## src/rtl/store_buffer.sv

```systemverilog
// Write-through store buffer: in-order FIFO drain to memory, load word-hazard detect.
// Optional STORE_BUF_FWD_EN: full-word forwarding from the youngest matching entry.
module store_buffer #(
  parameter int DEPTH  = 4,
  parameter int ADDR_W = 32,
  parameter int DATA_W = 32
) (
  input  logic                      clk,
  input  logic                      rst,
  input  logic                      st_valid,
  input  logic [ADDR_W-1:0]         st_addr,
  input  logic [DATA_W-1:0]         st_data,
  input  logic [DATA_W/8-1:0]       st_be,
  output logic                      st_ready,
  input  logic                      ld_valid,
  input  logic [ADDR_W-1:0]         ld_addr,
  output logic                      ld_hazard,
  output logic                      ld_fwd_hit,
  output logic [DATA_W-1:0]         ld_fwd_data,
  output logic                      mem_req,
  output logic [ADDR_W-1:0]         mem_addr,
  output logic [DATA_W-1:0]         mem_data,
  output logic [DATA_W/8-1:0]       mem_be,
  input  logic                      mem_ack,
  output logic [$clog2(DEPTH+1)-1:0] count,
  output logic                      empty
);

  localparam int PW = $clog2(DEPTH);
  localparam int CW = $clog2(DEPTH+1);
  localparam int BW = DATA_W / 8;

  typedef enum logic {IDLE, SEND} state_t;

  logic [ADDR_W-1:0] r_addr [DEPTH];
  logic [DATA_W-1:0] r_data [DEPTH];
  logic [BW-1:0]     r_be   [DEPTH];
  logic [DEPTH-1:0]  r_vld;
  logic [PW-1:0]     r_wr;
  logic [PW-1:0]     r_rd;
  logic [CW-1:0]     r_count;
  logic              r_empty;
  state_t            r_state;
  logic              r_req;

  logic          w_push;
  logic          w_pop;
  logic [CW-1:0] w_cnt_nxt;
  logic          w_any;
  logic [1:0]    w_unused_ld;

  assign w_unused_ld = ld_addr[1:0];

  assign st_ready  = (r_count != CW'(DEPTH));
  assign w_push    = st_valid && st_ready;
  assign w_pop     = r_req && mem_ack;
  assign w_cnt_nxt = r_count + CW'(w_push) - CW'(w_pop);

  assign count = r_count;
  assign empty = r_empty;

  always_ff @(posedge clk) begin
    if (w_push) begin
      r_addr[r_wr] <= st_addr;
      r_data[r_wr] <= st_data;
      r_be[r_wr]   <= st_be;
    end
  end

  always_ff @(posedge clk or posedge rst) begin
    if (rst) begin
      r_vld   <= '0;
      r_wr    <= '0;
      r_rd    <= '0;
      r_count <= '0;
      r_empty <= 1'b1;
    end else begin
      if (w_push) begin
        r_vld[r_wr] <= 1'b1;
        r_wr        <= r_wr + PW'(1);
      end
      if (w_pop) begin
        r_vld[r_rd] <= 1'b0;
        r_rd        <= r_rd + PW'(1);
      end
      r_count <= w_cnt_nxt;
      r_empty <= (w_cnt_nxt == '0);
    end
  end

  // Drain FSM; mem_req is the registered image of SEND
  always_ff @(posedge clk or posedge rst) begin
    if (rst) begin
      r_state <= IDLE;
      r_req   <= 1'b0;
    end else begin
      unique case (r_state)
        IDLE: begin
          if (r_count != '0) begin
            r_state <= SEND;
            r_req   <= 1'b1;
          end
        end
        SEND: begin
          if (w_pop && (w_cnt_nxt == '0)) begin
            r_state <= IDLE;
            r_req   <= 1'b0;
          end
        end
        default: begin
          r_state <= IDLE;
          r_req   <= 1'b0;
        end
      endcase
    end
  end

  assign mem_req  = r_req;
  assign mem_addr = r_req ? r_addr[r_rd] : '0;
  assign mem_data = r_req ? r_data[r_rd] : '0;
  assign mem_be   = r_req ? r_be[r_rd]   : '0;

`ifdef STORE_BUF_FWD_EN
  logic              w_y_full;
  logic [DATA_W-1:0] w_y_data;

  // Walk oldest to youngest so the last match wins
  always_comb begin
    w_any    = 1'b0;
    w_y_full = 1'b0;
    w_y_data = '0;
    for (int k = 0; k < DEPTH; k++) begin
      if (r_vld[r_rd + PW'(k)] &&
          (r_addr[r_rd + PW'(k)][ADDR_W-1:2] == ld_addr[ADDR_W-1:2])) begin
        w_any    = 1'b1;
        w_y_full = &r_be[r_rd + PW'(k)];
        w_y_data = r_data[r_rd + PW'(k)];
      end
    end
  end

  assign ld_fwd_hit  = ld_valid && w_any && w_y_full;
  assign ld_fwd_data = ld_fwd_hit ? w_y_data : '0;
  assign ld_hazard   = ld_valid && w_any && !w_y_full;
`else
  always_comb begin
    w_any = 1'b0;
    for (int k = 0; k < DEPTH; k++) begin
      if (r_vld[k] && (r_addr[k][ADDR_W-1:2] == ld_addr[ADDR_W-1:2]))
        w_any = 1'b1;
    end
  end

  assign ld_fwd_hit  = 1'b0;
  assign ld_fwd_data = '0;
  assign ld_hazard   = ld_valid && w_any;
`endif

endmodule

```

## config.mk

```make
export PLATFORM = sky130hd
export DESIGN_NAME = store_buffer
export DESIGN_NICKNAME = d
export VERILOG_FILES = /design/src/rtl/store_buffer.sv
export SDC_FILE = /design/constraint.sdc
export NUM_CORES = 1
export LEC_CHECK = 0
export CORE_MARGIN = 4
export CORE_UTILIZATION = 30
export CTS_BUF_LIST = sky130_fd_sc_hd__clkbuf_8 sky130_fd_sc_hd__clkbuf_16
export DETAILED_ROUTE_END_ITERATION = 8
export HOLD_SLACK_MARGIN = 0.05
export REMOVE_ABC_BUFFERS = 1
export SLEW_MARGIN = 20
export SYNTH_ARGS = -nofsm -noshare
export SYNTH_HDL_FRONTEND = slang
export SYNTH_SLANG_ARGS = --single-unit
```

## constraint.sdc

```tcl
create_clock -name clk -period 7.6 [get_ports clk]
set_input_delay 1.52 -clock clk [delete_from_list [all_inputs] [get_ports clk]]
set_output_delay 1.52 -clock clk [all_outputs]
set_load 0.01 [all_outputs]
```

==> results of run 1 <==
## power by group
| part | internal [mW] | switching (mW) | total, mW |
|---|---|---|---|
| sequential | 2.09 | 0.223 | 2.32 |
| combinational | 1.07 | 0.933 | 2.01 |
| clock | 0.724 | 0.571 | 1.29 |
## through the flow
stage,area (um^2),setup WS (ns)
2_1_floorplan,12300,2.48
6_report,15600,2.01
5_1_grt,15600,1.98
3_3_place_gp,14800,2.07
4_1_cts,15600,2.05
3_5_place_dp,14800,2.07
## sequential cells by signal, summed over array words and instances, names as in the netlist
name and count:
r_addr 128, mem_req 1, r_vld 4, r_data 128, r_state 1, empty 1, r_rd 2, r_wr 2
count 3, r_be 16
## synth_stat cells (all sizes together)
cell type  number
a31oi           2
mux4           68
buf            44
dfstp           1
clkbuf         27
conb            1
fa              1
dfrtp          13
edfxtp        272
xor2           44
ha             10
nand2           3
a2bb2oi         4
nor3            2
xnor2          80
nor2            3
and3            4
nor4           17
nand4          24
and2           70
a41oi           1
inv            10
o21ai           2
## worst max-delay path by stage
stage | slack, ns | start | cells after the start | endpoint
floorplan | 2.48 | r_rd[0] | 2 | mem_addr[0]
global placement | 2.07 | ld_addr[15] | 7 | ld_hazard
detailed placement | 2.07 | ld_addr[15] | 7 | ld_hazard
CTS | 2.05 | ld_addr[15] | 7 | ld_hazard
global route | 1.98 | ld_addr[16] | 7 | ld_hazard
finish | 2.01 | ld_addr[15] | 7 | ld_hazard
## layout make-up
cell class	count	share of cell area, %
clock inverter	19	0.504
tap	532	4.26
timing repair buffer	185	11.7
clock buffer	31	4.96
multi-input combinational	368	23.8
inverter	10	0.240
sequential	286	54.5
## logic make-up after synthesis
family | Yosys count
muxes | 68
buffers and inverters | 81
other | 1
AOI/OAI and AO/OA | 9
DFF | 286
adders and majority gates | 11
and+or+nand+nor | 123
xor gates and xnor gates | 124
## critical path, stage by stage
cell and delay [ns]:
sky130_fd_sc_hd__clkdlybuf4s50_1 0.53, sky130_fd_sc_hd__xnor2_1 0.36, sky130_fd_sc_hd__nand4_1 0.13, sky130_fd_sc_hd__nor4_1 0.44
sky130_fd_sc_hd__nand4_1 0.13, sky130_fd_sc_hd__a41oi_1 0.35, sky130_fd_sc_hd__clkdlybuf4s50_1 0.60
## per-layer routing
metal  track usage (%)  vias up
li1                  -     2976
met1              17.7     3357
met2              22.5      194
met3              4.13       50
met4              3.13       10
met5                 0        -
## cells in the final DEF (no fill, tap or decap), types with 17 or more instances in the layout
cell type and count:
sky130_fd_sc_hd__nand4_1 24, sky130_fd_sc_hd__inv_1 18, sky130_fd_sc_hd__clkdlybuf4s50_1 177, sky130_fd_sc_hd__xor2_1 44, sky130_fd_sc_hd__and2_1 70, sky130_fd_sc_hd__edfxtp_1 272, sky130_fd_sc_hd__xnor2_1 80, sky130_fd_sc_hd__mux4_2 68
sky130_fd_sc_hd__conb_1 33, sky130_fd_sc_hd__clkbuf_16 31, sky130_fd_sc_hd__nor4_1 17
==> flow_metrics.tcl, run 1 <==
set metrics [dict create \
    fin_util_pct 38.1 \
    cts-root-to-sink-buffers 3 \
    final_net_count 998 \
    start_util_pct 30.6 \
    hold_path_end "mem_req" \
    antenna_violations_before_repair 5 \
    min_period_ns 5.59 \
    worstHoldPathType "reg2reg" \
    synth.largest_area_cell "sky130_fd_sc_hd__edfxtp_1" \
    area_growth_pct 24.3 \
    multi_input_area_mm2 0.00372 \
    detail_route.first_pass.iterations 4 \
    worst_ep_required_time_ns 6.08 \
    cts_hold_buffers 0 \
    clkSlewWorstSetupHoldPaths_ns 0.06 \
    number_of_warnings_printed_during_yosys_synthesis 0 \
    hold_path_depth 1 \
    run_status "complete, no violations" \
    p_per_area_mw_per_mm2 359 \
    pin_count_of_the_biggest_net_entering_global_routing 44 \
    critical_register_to_register_path_endpoint "r_state" \
    antenna-diode-count 0 \
    grt_pass1_wl_um 45600 \
    setup-tns-final_ns 0 \
    detailedRoute.firstIterationViolations 347 \
    rrSetupSlack_ns 4.12 \
    worst_setup_end_kind "primary output" \
    finalHoldViolations 0 \
    cp-start-kind "primary input" \
    die_width_um 213 \
    cts_inserted_buffers 31 \
    max_slew.worst_pin.slew_ns 0.725 \
    timing.final.crit_share_pct 73.6 \
    io_buffer_count 177 \
    post_synth_num_cell_types 26 \
    wl_met3_um 2550 \
    synth_sequential_area_ratio_pct 67.7 \
    layout.cells.non_filler 1431 \
    via_count_of_the_first_global_routing_pass 7051 \
    synthTopCellsByArea "sky130_fd_sc_hd__edfxtp_1 (65%), sky130_fd_sc_hd__mux4_2 (12%), sky130_fd_sc_hd__xnor2_1 (5.6%)" \
    final.setup_skew_ns 0.0101 \
    core_box_area_mm2 0.0411 \
    floorplan.die.height_um 213 \
    synthesis.area_mm2 0.0126 \
    synth_cells 703 \
    cts_tree "built" \
    synth_compound_gate_area_share_pct 0.527 \
    drt_drc_violations_left 0 \
    std_cell_rows 74 \
    synth.ff_latch_count 286 \
    viasPerCell 4.60 \
    muxShareOfSynthArea_pct 12.2 \
    total_leakage_power_nw 5.09 \
    detail-route-antenna-nets 0 \
    pin_count 213 \
    post_synth_xor_area_fraction_pct 8.63 \
    cp_max_fo 4 \
    fmaxAchievable_mhz 179 \
    critical_path_arrival_ns 4.07 \
    cts_setup_buffers 0 \
    synth_adder_area_share_pct 1.15 \
    r2r_cells 11 \
    netlist.area_leader.share_pct 64.9 \
    post_route_cells_drive_above_1_share_pct 13.5 \
    master_cell_of_the_clock_root_buffer "sky130_fd_sc_hd__clkbuf_16" \
    h_tree_depth_reported_by_cts 1 \
    post_cts.resized_instances 0 \
    combinational_family_with_the_most_area_after_synthesis "multiplexers" \
    groute.usage.overall_pct 13.6 \
    finalMaxSlewViolations 0 \
    clock-sinks 286 \
    worst_skew_pair.late_latency_ns 0.55 \
    hold_path_startpoint "r_state" \
    hold-worst-slack_ns 0.509 \
    design_power_total_mw 5.62 \
    fillCellCount 3828 \
    detailroute.via_count 6587 \
    wl_met2_um 15100 \
    dp.final_hpwl_um 21200 \
    floorplan.die_area_mm2 0.0453 \
    finalWirelength_um 31300 \
    synthSimpleGateAreaFrac_pct 5.98 \
    routability_cong 0.787 \
    route.top_layer_used "met5" \
    drv_cap 0 \
    critical_path.reg2reg.startpoint "mem_req" \
    detail_route.wirelength.met1_um 13000 \
    route.detailed.wl_per_inst_um 21.9 \
    vdd.ir_drop.worst_v 0.000175 \
    postSynthAreaPerCell_um2 17.9 \
    criticalPathCategory "in2out" \
    final-seq-area_mm2 0.00853 \
    rsz_0062_raised_after_global_routing "false" \
    relative_slew_slack_pct 51.7 \
    setup_viol 0 \
    place.detailed.instances 1381 \
    global_route.overflow_total 0 \
]
No activity file was read; power rests on OpenSTA's default activity.
==> run 2, diff against run 1 <==
Clock period 7.6 ns to 5.64 ns, I/O delays scaled along.
==> flow_metrics.tcl, run 2 (synthesis results as in run 1) <==
set metrics [dict create \
    area_growth_pct 26.0 \
    drt_drc_violations_left 0 \
    antenna_violations_before_repair 5 \
    antenna-diode-count 0 \
    dp.final_hpwl_um 21000 \
    final-seq-area_mm2 0.00853 \
    dpl_cell_area_mm2 0.0148 \
    pin_count_of_the_biggest_net_entering_global_routing 58 \
    run_status "complete, no violations" \
    detail_route.first_pass.iterations 4 \
    detailroute.via_count 6585 \
    start_util_pct 30.6 \
    groute.usage.overall_pct 13.4 \
    final_net_count 1000 \
    max_slew.worst_pin.slew_ns 0.972 \
    grt_pass1_wl_um 45500 \
    core_box_area_mm2 0.0411 \
    finalMaxSlewViolations 0 \
    relative_slew_slack_pct 35.2 \
    floorplan.die_area_mm2 0.0453 \
    global_route.overflow_total 0 \
    io_buffer_count 177 \
    grt.met1_usage_pct 17.8 \
    route.detailed.wl_per_inst_um 21.6 \
    fmaxAchievable_mhz 211 \
    cts_inserted_buffers 31 \
    use_met3_pct 4.06 \
    layout_top_registers "r_addr: 128 flops, r_data: 128 flops, r_be: 16 flops" \
    p_per_area_mw_per_mm2 499 \
    power.share.clock_pct 26.0 \
    dp_slack_ns 0.945 \
    die_width_um 213 \
    fillCellCount 3855 \
    final.setup.worst_slack_ns 0.905 \
    master_cell_of_the_clock_root_buffer "sky130_fd_sc_hd__clkbuf_16" \
    cts-root-to-sink-buffers 3 \
    cts_setup_buffers 0 \
    min_period_ns 4.73 \
    cp_max_fo 4 \
    clkSlewWorstSetupHoldPaths_ns 0.06 \
    drv_cap 0 \
    finalWirelength_um 31100 \
    cp-start-kind "primary input" \
    critical_path_arrival_ns 3.61 \
    setup-tns-final_ns 0 \
    h_tree_depth_reported_by_cts 1 \
    power.share.sequential_pct 39.7 \
    final.setup_skew_ns 0.00950 \
    worst_skew_pair.late_latency_ns 0.56 \
    busiest_grt_layer "met2" \
    pin_count 213 \
    worst_ep_required_time_ns 4.51 \
    criticalPathCategory "in2out" \
    cts_tree "built" \
    worst_setup_end_kind "primary output" \
    std_cell_rows 74 \
    place.detailed.instances 1383 \
    grt_use_met2_pct 22.0 \
    final_area_mm2 0.0159 \
    setup_viol 0 \
    commonest_non_fill_non_tap_cell_in_the_layout "sky130_fd_sc_hd__edfxtp_1" \
    layout.cells.non_filler 1441 \
    mostFrequentLayoutCells "sky130_fd_sc_hd__edfxtp_1 (272), sky130_fd_sc_hd__clkdlybuf4s50_1 (177), sky130_fd_sc_hd__xnor2_1 (80), sky130_fd_sc_hd__and2_1 (70), sky130_fd_sc_hd__mux4_2 (68)" \
    via_count_of_the_first_global_routing_pass 6995 \
    post_route_cells_drive_above_1_share_pct 14.4 \
    cts_hold_buffers 0 \
    multi_input_area_mm2 0.00372 \
    detailedRoute.firstIterationViolations 349 \
    power.share.combinational_pct 34.2 \
    viasPerCell 4.57 \
    power.switching_mw 2.37 \
    detail-route-antenna-nets 0 \
    post_cts.resized_instances 0 \
    netSwitchingFraction_pct 29.9 \
    floorplan.die.height_um 213 \
    clock-sinks 286 \
    timing.final.crit_share_pct 84.0 \
    vdd.ir_drop.worst_v 0.000332 \
    total_leakage_power_nw 5.17 \
    routability_cong 0.791 \
    finalHoldViolations 0 \
    worstHoldPathType "reg2reg" \
    intPower_mw 5.54 \
    rsz_0062_raised_after_global_routing "false" \
]
[run 2: cell types whose count changed in the layout (fill, tap and decap cells not counted), sizes merged]
cell	before	now
bufinv	0	5
clkbuf	31	34
buf	8	10
inv	18	16
clkinv	11	12
clkinvlp	0	1
[run 2: final timing paths]
| check | from | to | slack (ns) | depth (start not counted) |
|---|---|---|---|---|
| setup / recovery | ld_addr[5] | ld_hazard | 0.91 | 7 |
| hold / removal | r_state | mem_req | 0.51 | 1 |
| setup reg to reg | mem_req | mem_req | 2.58 | 10 |
| hold reg to reg | r_state | mem_req | 0.51 | 1 |
| max in group asynchronous | rst | r_rd[0] | 4.26 | 2 |
| min in group asynchronous | rst | count[2] | 0.95 | 2 |
[run 2: layout make-up]
| cell class | count | area share [%] |
|---|---|---|
| multi-input cells | 368 | 23.5 |
| clock inverters | 24 | 1.51 |
| repair buffers | 187 | 11.6 |
| inverters | 10 | 0.237 |
| well taps | 532 | 4.20 |
| flip-flops and latches | 286 | 53.8 |
| clock buffers | 34 | 5.15 |
[run 2: critical path, cell delays in order]
cell	delay, ns
sky130_fd_sc_hd__clkdlybuf4s50_1	0.55
sky130_fd_sc_hd__xnor2_1	0.31
sky130_fd_sc_hd__nand4_1	0.16
sky130_fd_sc_hd__nor4_1	0.38
sky130_fd_sc_hd__nand4_1	0.14
sky130_fd_sc_hd__a41oi_1	0.33
sky130_fd_sc_hd__clkdlybuf4s50_1	0.60
[run 2: routing by layer]
layer,vias up,routed length [um]
li1,2989,-
met1,3333,13300
met2,210,14800
met3,43,2420
met4,10,482
met5,-,73
[run 2: through the flow]
| step | hold slack [ns] | total power [mW] | utilization, % |
|---|---|---|---|
| after global placement | 0.499 | 5.96 | 36.0 |
| final | 0.513 | 7.91 | 38.6 |
| after CTS | 0.520 | 8.08 | 38.6 |
| after detailed placement | 0.508 | 5.97 | 36.0 |
| after global routing | 0.542 | 8.34 | 38.6 |
| after floorplan | 0.472 | 4.64 | - |
[run 2: power groups by stage]
stage / Sequential [mW] / Clock (mW) / Combinational (mW)
2_1_floorplan: 3.21 / 0 / 1.43
4_1_cts: 3.16 / 2.12 / 2.79
5_1_grt: 3.20 / 2.21 / 2.93
3_5_place_dp: 3.20 / 0 / 2.77
3_3_place_gp: 3.19 / 0 / 2.77
6_report: 3.14 / 2.06 / 2.71
==> run 3, diff against run 2 <==
Clock period 5.64 ns to 4.92 ns, I/O delays scaled along.
==> flow_metrics.tcl, run 3 (synthesis results as in run 1) <==
set metrics [dict create \
    area_growth_pct 27.9 \
    pin_count_of_the_biggest_net_entering_global_routing 72 \
    die_width_um 213 \
    critical_path.reg2reg.startpoint "mem_req" \
    grt_pass1_wl_um 46300 \
    total_leakage_power_nw 5.28 \
    dp_slack_ns 0.438 \
    fmaxAchievable_mhz 222 \
    p_per_area_mw_per_mm2 588 \
    drv_cap 0 \
    cp_cell_sequence "clkdlybuf4s50_1 -> xnor2_1 -> nand4_1 -> nor4_1 -> nand4_1 -> a41oi_1 -> clkdlybuf4s50_1" \
    power.switching_mw 2.79 \
    critical_register_to_register_path_endpoint "r_state" \
    global_route.overflow_total 0 \
    antenna_violations_before_repair 5 \
    io_buffer_count 177 \
    cts_hold_buffers 0 \
    run_status "complete, no violations" \
    setup-tns-final_ns 0 \
    commonest_non_fill_non_tap_cell_in_the_layout "sky130_fd_sc_hd__edfxtp_1" \
    criticalPathCategory "in2out" \
    cp_slowest_cell "sky130_fd_sc_hd__clkdlybuf4s50_1" \
    netSwitchingFraction_pct 29.5 \
    power.share.clock_pct 28.5 \
    route.detailed.wl_per_inst_um 21.9 \
    drt_drc_violations_left 0 \
    hold_path_startpoint "r_state" \
    relative_slew_slack_pct 50.3 \
    cts_setup_buffers 0 \
    post_route_cells_drive_above_1_share_pct 15.4 \
    core_box_area_mm2 0.0411 \
    cp_max_fo 4 \
    groute.usage.overall_pct 13.9 \
    final.setup_skew_ns 0.0141 \
    timing.critical_path.max_delay_family "buffers and inverters" \
    layout_top_registers "r_addr: 128 flops, r_data: 128 flops, r_be: 16 flops" \
    via_count_of_the_first_global_routing_pass 7142 \
    setup_viol 0 \
    detailroute.via_count 6780 \
    final.setup.worst_slack_ns 0.407 \
    hold_path_depth 1 \
    timing.final.crit_share_pct 91.7 \
    viasPerCell 4.68 \
    final_net_count 1008 \
    worst-path-buf-inv 2 \
    h_tree_depth_reported_by_cts 2 \
    detail_route.first_pass.iterations 5 \
    power.share.combinational_pct 34.1 \
    worst_skew_pair.late_latency_ns 0.52 \
    cts-root-to-sink-buffers 3 \
    mostFrequentLayoutCells "sky130_fd_sc_hd__edfxtp_1 (272), sky130_fd_sc_hd__clkdlybuf4s50_1 (177), sky130_fd_sc_hd__xnor2_1 (80), sky130_fd_sc_hd__and2_1 (70), sky130_fd_sc_hd__mux4_2 (68)" \
    slowest_delay_ns 0.61 \
    intPower_mw 6.67 \
    critical_path_arrival_ns 3.53 \
    master_cell_of_the_clock_root_buffer "sky130_fd_sc_hd__clkbuf_16" \
    worst_setup_end_kind "primary output" \
    floorplan.die_area_mm2 0.0453 \
    rrSetupSlack_ns 1.95 \
    cts_inserted_buffers 35 \
    detailedRoute.firstIterationViolations 294 \
    dp.final_hpwl_um 21700 \
    min_period_ns 4.51 \
    finalMaxSlewViolations 0 \
    start_util_pct 30.6 \
    routability_cong 0.812 \
    std_cell_rows 74 \
    cp-start-kind "primary input" \
    rsz_0062_raised_after_global_routing "false" \
    cts_tree "built" \
    pin_count 213 \
    post_cts.resized_instances 0 \
    hold_path_end "mem_req" \
    detail-route-antenna-nets 0 \
    floorplan.die.height_um 213 \
    r2r_cells 10 \
    max_slew.worst_pin.slew_ns 0.746 \
    clkSlewWorstSetupHoldPaths_ns 0.06 \
    finalWirelength_um 31700 \
    vdd.ir_drop.worst_v 0.000346 \
    worst_ep_required_time_ns 3.94 \
    worstHoldPathType "reg2reg" \
    clock-sinks 286 \
    power.share.sequential_pct 37.4 \
    finalHoldViolations 0 \
]
-- run 3: changes by cell type in the layout (fill, tap and decap cells not counted), moves of 2 or more --
cell / previous run / this run
sky130_fd_sc_hd__buf_12: 0 / 3
sky130_fd_sc_hd__bufinv_16: 5 / 7
sky130_fd_sc_hd__clkbuf_16: 31 / 37
sky130_fd_sc_hd__clkbuf_8: 3 / 0
sky130_fd_sc_hd__clkinv_1: 8 / 6
-- run 3: routing by layer --
| layer | up-vias | share of wire, % | global-route usage (%) |
|---|---|---|---|
| met3 | 60 | 7.9 | 4.53 |
| li1 | 3005 | - | - |
| met4 | 8 | 2.7 | 4.66 |
| met1 | 3487 | 42 | 18.1 |
| met5 | - | 0.13 | 0 |
| met2 | 220 | 47 | 22.1 |
-- run 3: per-stage QoR --
stage / hold slack, ns / instance area (um^2) / utilization (%) / power (mW) / cells
final: 0.513 / 16100 / 39.1 / 9.47 / 1449
after global placement: 0.499 / 14900 / 36.2 / 6.89 / 1387
after floorplan: 0.472 / 12300 / - / 5.32 / 664
after global routing: 0.553 / 16100 / 39.1 / 9.98 / 1449
after CTS: 0.519 / 16100 / 39.1 / 9.66 / 1448
after detailed placement: 0.515 / 14900 / 36.2 / 6.90 / 1387
-- run 3: area by class of cell --
cell class / count / area, um^2
Tap cell: 532 / 666
Sequential cell: 286 / 8530
Clock inverter: 24 / 292
Clock buffer: 37 / 926
Multi-Input combinational cell: 368 / 3720
Fill cell: 3784 / 25000
Antenna cell: 1 / 2.50
Timing Repair Buffer: 191 / 1910
Inverter: 10 / 37.5
-- run 3: worst max path at each step --
| stage | startpoint | to | depth (start not counted) |
|---|---|---|---|
| finish | ld_addr[15] | ld_hazard | 7 |
| global placement | ld_addr[15] | ld_hazard | 7 |
| detailed placement | ld_addr[15] | ld_hazard | 7 |
| CTS | ld_addr[15] | ld_hazard | 7 |
| floorplan | r_rd[0] | mem_addr[0] | 2 |
| global route | ld_addr[15] | ld_hazard | 7 |
-- run 3: power groups by stage --
stage / Sequential [mW] / Combinational, mW / Clock, mW
after CTS: 3.55 / 3.32 / 2.78
final: 3.54 / 3.23 / 2.70
after global routing: 3.60 / 3.49 / 2.90
after floorplan: 3.68 / 1.64 / 0
after global placement: 3.58 / 3.31 / 0
after detailed placement: 3.60 / 3.30 / 0
-- run 3: worst register-to-register path: stages, from the launching register on --
cell and delay (ns):
sky130_fd_sc_hd__dfrtp_2 0.66, sky130_fd_sc_hd__and2_1 0.47, sky130_fd_sc_hd__ha_1 0.31, sky130_fd_sc_hd__inv_1 0.05
sky130_fd_sc_hd__ha_1 0.13, sky130_fd_sc_hd__inv_1 0.05, sky130_fd_sc_hd__fa_1 0.40, sky130_fd_sc_hd__xnor2_1 0.15
sky130_fd_sc_hd__xnor2_1 0.14, sky130_fd_sc_hd__nor3_1 0.30, sky130_fd_sc_hd__a31oi_1 0.16
